[config.mk]
export PLATFORM = sky130hd
export DESIGN_NAME = demux_1ton_buf
export DESIGN_NICKNAME = d
export VERILOG_FILES = /design/src/rtl/demux_pkg.sv /design/src/rtl/demux_chan_buf.sv /design/src/rtl/demux_1ton_buf.sv
export SDC_FILE = /design/constraint.sdc
export NUM_CORES = 1
export LEC_CHECK = 0
export CORE_MARGIN = 2
export CORE_UTILIZATION = 43
export DETAILED_ROUTE_END_ITERATION = 8
export HOLD_SLACK_MARGIN = 0.1
export PLACE_DENSITY = 0.91
export SLEW_MARGIN = 20
export SYNTH_ARGS = -nofsm -noshare
export SYNTH_HDL_FRONTEND = slang
export SYNTH_HIERARCHICAL = 1
export SYNTH_SLANG_ARGS = --single-unit
export TNS_END_PERCENT = 20
[constraint.sdc]
create_clock -name clk -period 1.9 [get_ports clk]
set_clock_uncertainty 0.2 [all_clocks]
set_input_delay 0.19 -clock clk [delete_from_list [all_inputs] [get_ports clk]]
set_output_delay 0.19 -clock clk [all_outputs]
set_load 0.03 [all_outputs]
[src/rtl/demux_pkg.sv]
// Shared constants for the buffered 1-to-N demultiplexer: error counter width,
// saturation value and a saturating increment helper.
package demux_pkg;

  localparam int unsigned ErrCntW = 16;
  localparam logic [ErrCntW-1:0] ErrCntSat = 16'hFFFF;

  function automatic logic [ErrCntW-1:0] err_cnt_inc(input logic [ErrCntW-1:0] cnt);
    return (cnt == ErrCntSat) ? cnt : cnt + 16'd1;
  endfunction

endpackage

[src/rtl/demux_chan_buf.sv]
// One-entry {val,msg} output buffer for a single demux channel, with
// simultaneous drain-and-reload support for full throughput.
module demux_chan_buf #(
  parameter int unsigned NBITS = 8
) (
  input  logic             clk,
  input  logic             reset,
  input  logic             load_i,
  input  logic [NBITS-1:0] msg_i,
  input  logic             rdy_i,
  output logic             val_o,
  output logic [NBITS-1:0] msg_o,
  output logic             free_o
);

  logic             val_q, val_d;
  logic [NBITS-1:0] msg_q, msg_d;

  assign free_o = !val_q || rdy_i;
  assign val_o  = val_q;
  assign msg_o  = msg_q;

  // load_i is only raised while free_o is high, so a load may overwrite a draining entry
  always_comb begin
    val_d = val_q;
    msg_d = msg_q;
    if (load_i) begin
      val_d = 1'b1;
      msg_d = msg_i;
    end else if (val_q && rdy_i) begin
      val_d = 1'b0;
    end
  end

  always_ff @(posedge clk) begin
    if (reset) begin
      val_q <= 1'b0;
      msg_q <= '0;
    end else begin
      val_q <= val_d;
      msg_q <= msg_d;
    end
  end

endmodule

[src/rtl/demux_1ton_buf.sv]
// Buffered 1-to-NCH valid/ready demultiplexer with per-channel output registers.
// Define DEMUX_BCAST_EN to add the in_bcast port (load every channel at once).
module demux_1ton_buf
  import demux_pkg::*;
#(
  parameter int unsigned NBITS = 8,
  parameter int unsigned NCH   = 8,
  localparam int unsigned SELW = $clog2(NCH)
) (
  input  logic                 clk,
  input  logic                 reset,
  input  logic                 in_val,
  output logic                 in_rdy,
  input  logic [NBITS-1:0]     in_msg,
  input  logic [SELW-1:0]      in_sel,
`ifdef DEMUX_BCAST_EN
  input  logic                 in_bcast,
`endif
  output logic [NCH-1:0]       out_val,
  input  logic [NCH-1:0]       out_rdy,
  output logic [NCH*NBITS-1:0] out_msg,
  output logic [ErrCntW-1:0]   err_count
);

  logic                bcast;
  logic                sel_oob;
  logic                sel_free;
  logic                xfer;
  logic [NCH-1:0]      chan_free;
  logic [NCH-1:0]      chan_load;
  logic [ErrCntW-1:0]  err_q, err_d;

`ifdef DEMUX_BCAST_EN
  assign bcast = in_bcast;
`else
  assign bcast = 1'b0;
`endif

  always_comb begin
    sel_oob  = (32'(in_sel) >= NCH);
    sel_free = 1'b0;
    for (int i = 0; i < NCH; i++) begin
      if (in_sel == SELW'(i)) sel_free = chan_free[i];
    end

    if (bcast) begin
      in_rdy = &chan_free;
    end else if (sel_oob) begin
      in_rdy = 1'b1;  // out-of-range messages are swallowed and counted
    end else begin
      in_rdy = sel_free;
    end

    xfer = in_val && in_rdy;
    for (int i = 0; i < NCH; i++) begin
      chan_load[i] = xfer && (bcast || (!sel_oob && (in_sel == SELW'(i))));
    end

    err_d = err_q;
    if (xfer && !bcast && sel_oob) err_d = err_cnt_inc(err_q);
  end

  always_ff @(posedge clk) begin
    if (reset) begin
      err_q <= '0;
    end else begin
      err_q <= err_d;
    end
  end

  assign err_count = err_q;

  for (genvar g = 0; g < NCH; g++) begin : g_chan
    demux_chan_buf #(
      .NBITS (NBITS)
    ) u_chan (
      .clk    (clk),
      .reset  (reset),
      .load_i (chan_load[g]),
      .msg_i  (in_msg),
      .rdy_i  (out_rdy[g]),
      .val_o  (out_val[g]),
      .msg_o  (out_msg[g*NBITS +: NBITS]),
      .free_o (chan_free[g])
    );
  end

endmodule

=== Word-level counts from Yosys, hierarchy flattened ===
Index checks and enable logic that the tools add are counted.

* Equal/unequal tests: 7
* Multiplexer cells: 24
* Reduce and logical (&&, ||, !) cells: 42

{| class="wikitable"
|+ Operator list
! kind !! number
|-
| two-way mux 1 bit || 24
|-
| logical AND 1 bit || 17
|-
| nonzero test 2 bit || 8
|-
| == test 3 bit (second input constant) || 4
|-
| logical NOT 1 bit || 8
|-
| logical OR 1 bit || 8
|-
| == test 3 x 2 -> 1 bit (second input constant) || 2
|-
| == test 3 x 1 -> 1 bit (second input constant) || 1
|-
| logical NOT 3 bit || 1
|}

* Register bits: 72
* Bits of input ports: 22
* Output and inout port bits: 89
* Logic and storage cells: 89

=== Depth between registers and ports, before layout ===
* Depth in word-level cells: 13
* Depth in mapped cells: 6
* Depth with buffers taken out: 5

=== Modules after synthesis ===
Netlist, hierarchy kept.

{| class="wikitable"
|+ Modules (own cells, without submodules)
! module !! instances !! cells each !! area each (um^2) !! seq. area each (um^2)
|-
| demux_chan_buf || 8 || 30 || 321.6 || 180.2
|-
| demux_1ton_buf || 1 || 44 || 291.5 || 0.0
|}

=== Least setup slack after synthesis ===
Ideal clock, no wire load.

* Path kind: register to output
* From: reg g_chan[1].u_chan.val_q
* To: out in_rdy
* Arrival: 1781 ps
* Required time: 1510 ps
* Setup slack: -271 ps
* Stages on the path, launching flop included: 5
* Path buffers: 0
* Cell sequence: dfxtp_1 nand2b_1 inv_1 o2111a_1 nor4_1

* Cells in the longest elaborated chain, start to end: 9

{| class="wikitable"
|+ Ends and longest elaborated chain
! item !! line !! source
|-
| from (decl) || demux_chan_buf.sv:16 || <nowiki>logic val_q, val_d;</nowiki>
|-
| from (signal assigned) || demux_chan_buf.sv:40 || <nowiki>val_q <= val_d;</nowiki>
|-
| logical NOT 1 bit || demux_chan_buf.sv:19 || <nowiki>assign free_o = !val_q || rdy_i;</nowiki>
|-
| logical OR 1 bit || demux_chan_buf.sv:19 ||
|-
| named net chan_free[1] || demux_1ton_buf.sv:29 || <nowiki>logic [NCH-1:0] chan_free;</nowiki>
|-
| two-way mux 1 bit (7 in series) || demux_1ton_buf.sv:43 || <nowiki>if (in_sel == SELW'(i)) sel_free = chan_free[i];</nowiki>
|-
| to (decl) || demux_1ton_buf.sv:13 || <nowiki>output logic in_rdy,</nowiki>
|}

The timed path passes the listed nets, and every way through them passes these cells.

=== Worst setup path after layout ===
* From: in in_sel[1]
* To: out in_rdy

* Cells in the longest elaborated chain, start to end: 9
* Elaborated cells between the ends (all ways): 16
* Those cells by class: eq/ne: 7; mux: 8; reduce/logical: 1

{| class="wikitable"
|+ Ends and longest elaborated chain
! item !! line !! source
|-
| from (decl) || demux_1ton_buf.sv:15 || <nowiki>input logic [SELW-1:0] in_sel,</nowiki>
|-
| logical NOT 3 bit || demux_1ton_buf.sv:43 ||
|-
| two-way mux 1 bit (7 in series) || demux_1ton_buf.sv:43 ||
|-
| two-way mux 1 bit * || demux_1ton_buf.sv:43 ||
|}

Every way passes the cells marked *; elsewhere a longest branch is shown, timed or not.

==> impl_metrics.ini <==
[detailed_routing]
viasPerCell = 4.714
ant_nets = 0
avgRoutedWirePerCell_um = 14.90
drtIter0Drc = 52
firstDrtPassIters = 4
wl_mm = 6.928
drc_errors = 0
dr_total_vias = 2192

[worst_setup_path]
crit_type = in2out
r2r_slack_ps = 360
crit_fanout = 7
start_kind = primary input
reg2reg_from = g_chan[6].u_chan/val_o
cp.arrival_ps = 1520
crit_required_ps = 1510
crit_start = in_sel[1]
end_kind = output pin

[synthesis]
syn_area_um2 = 2864
synthXorXnorAreaFrac_pct = 0
muxShareOfSynthArea_pct = 22.37
seq_area_frac_synth_pct = 50.33
synth_top_family_by_area = multiplexers
synth_seq_cells = 72
syn_avg_cell_area_um2 = 10.08
synth_compound_gate_area_share_pct = 2.490
synthSimpleGateAreaFrac_pct = 13.98
synth_fa_ha_area_share_pct = 0
ys_types = 22
ys_warn_count = 6
netlist_instances = 284

[status]
status = finished with violations
violations = negative hold slack, negative setup slack

[clock_network]
cts_tree = yes
clock_path_buffers = 2
clk_pin_slew_ps = 70
tritoncts.num_buffers = 9
htree_num_levels = 3
clock_latency_ps = 330
root_buffer = clkbuf_8
clkSinkCount = 72
holdBufCountCts = 1

[final_layout]
fin_cells = 465
multiInputGateArea_um2 = 1235
drive_gt1_share_pct = 10.82
nets = 405
regArea_um2 = 1444
n_antenna_cell = 0
fillCellCount = 516
area_delta_synth_final_pct = 42.33

[sta]
final_hold_viol_count = 1
fin_ws_ps = -7.104
worst_hold_slack_ps = -17.60
layout_min_cycle_time_ps = 1907
post-route-period-util_pct = 100.4
max_freq_ghz = 0.5244
setup_violations = 1
rsz0062_at_grt = true
slew_viol_final = 0

[pwr]
ir_drop_v = 0.0005546
powerDensity_nw_per_um2 = 774.9
p_leak_uw = 0.001509

[placement]
portBuffers = 94
hpwl_mm = 4.711
post-place-cells = 447
gp_congestion = 0.7656
post-place-ws_ps = -210.9

[global_routing]
antenna_found_initial = 0
grt_max_degree = 73
grt_pass1_vias = 2009
overflow = 0
grt_pass1_wl_mm = 10.61
track_usage_pct = 18.99

[min_path]
min_from = out_rdy[1]
hold_class = in2reg

[floorplanning]
num_rows = 29
start_util_pct = 44.85
die_area_um2 = 7329
die_height_um = 85.61
core_um2 = 6386
pin_count = 111
dieWidth_um = 85.61

[run]
maxCapViolCount = 0
per-layer routing:
metal	global-route usage (%)	vias to the layer above	part of all wire [%]
met5	0	-	0
met4	4.906	0	1.2
met3	7.892	8	8.2
met2	31.82	83	47
met1	22.57	1006	43
li1	-	1095	-
where the power goes:
group	internal (uW)	total, uW	switching (uW)
Combinational	161	407	246
Clock	675	1190	517
Sequential	1540	1560	17.2
sequential cells by signal (all words and copies together) (netlist names):
signal / count
g_chan.u_chan/val_o: 8
g_chan.u_chan/msg_o: 64
worst paths after layout:
check / depth (start not counted) / to
setup / recovery: 7 / in_rdy
hold / removal: 3 / g_chan[1].u_chan/val_o
setup reg to reg: 6 / g_chan[6].u_chan/msg_o[4]
hold reg to reg: 2 / g_chan[4].u_chan/msg_o[2]
final cells by class:
| cell class | instances | area share (%) |
|---|---|---|
| clock inverter | 3 | 0.9822 |
| multi-input combinational | 182 | 30.29 |
| inverter | 11 | 1.013 |
| timing repair buffer | 107 | 26.03 |
| sequential | 72 | 35.42 |
| clock buffer | 13 | 3.898 |
| tap | 77 | 2.363 |
synth_stat cells:
| cell type | n | area (um^2) |
|---|---|---|
| conb_1 | 1 | 3.750 |
| clkbuf_2 | 8 | 40.04 |
| nor4_1 | 1 | 6.260 |
| nor2_1 | 67 | 251.5 |
| nor3_1 | 3 | 15.01 |
| buf_4 | 16 | 120.1 |
| and2b_4 | 2 | 20.02 |
| o2111a_1 | 2 | 22.52 |
| and4_2 | 1 | 10.01 |
| nand3_1 | 2 | 10.01 |
| a2111oi_0 | 1 | 8.760 |
| nand2b_1 | 8 | 50.05 |
| buf_6 | 9 | 101.4 |
| nor4b_1 | 1 | 8.760 |
| clkbuf_1 | 1 | 3.750 |
| nor3b_1 | 1 | 7.510 |
| nand2_1 | 4 | 15.01 |
| a21oi_1 | 8 | 40.04 |
| inv_1 | 11 | 41.29 |
| dfxtp_1 | 72 | 1441 |
| mux2i_1 | 64 | 640.6 |
| and3_1 | 1 | 6.260 |
logic make-up after synthesis:
family / after synthesis
AND/OR/NAND/NOR: 91
flip-flops: 72
multiplexers: 64
buffers and inverters: 45
AO/OA/AOI/OAI: 11
other: 1
cells in the final DEF, fill, tap and decap left out, types with 3 or more instances in the layout:
cell | netlist | routed
nor2_1 | 67 | 67
a21oi_1 | 8 | 8
dlygate4sd2_1 | 0 | 3
dfxtp_1 | 72 | 70
buf_4 | 16 | 10
nand2b_1 | 8 | 6
conb_1 | 1 | 16
clkbuf_8 | 0 | 11
nor3_1 | 3 | 3
clkdlybuf4s50_1 | 0 | 88
mux2i_1 | 64 | 64
nand2_1 | 4 | 3
inv_1 | 11 | 9
per-stage QoR:
| step | total power (uW) | instance area (um^2) | TNS, ps | util (%) |
|---|---|---|---|---|
| 6_report | 3159 | 4076 | -7.104 | 63.83 |
| 3_5_place_dp | 1989 | 3804 | -1078 | 59.56 |
| 2_1_floorplan | 1851 | 2927 | 0 | - |
| 3_3_place_gp | 1983 | 3804 | -597.6 | 59.56 |
| 5_1_grt | 3306 | 4076 | -77.48 | 63.83 |
| 4_1_cts | 3190 | 4063 | -21.78 | 63.62 |
critical path, cell delays in order:
cell	delay, ps
clkdlybuf4s50_1	490
buf_6	140
buf_4	130
nand2_1	80
nor4b_4	140
nor4_2	130
buf_4	210
timing repair:
action | CTS | global route
pin swaps | 3 | 2
buffers inserted | 2 | 0
endpoints found under the hold margin | 1 | 1
cloned | 0 | 0
endpoints found under the setup margin | 1 | 1
gates resized for setup | 12 | 5
Note: power is estimated with default switching activity, not from simulation.
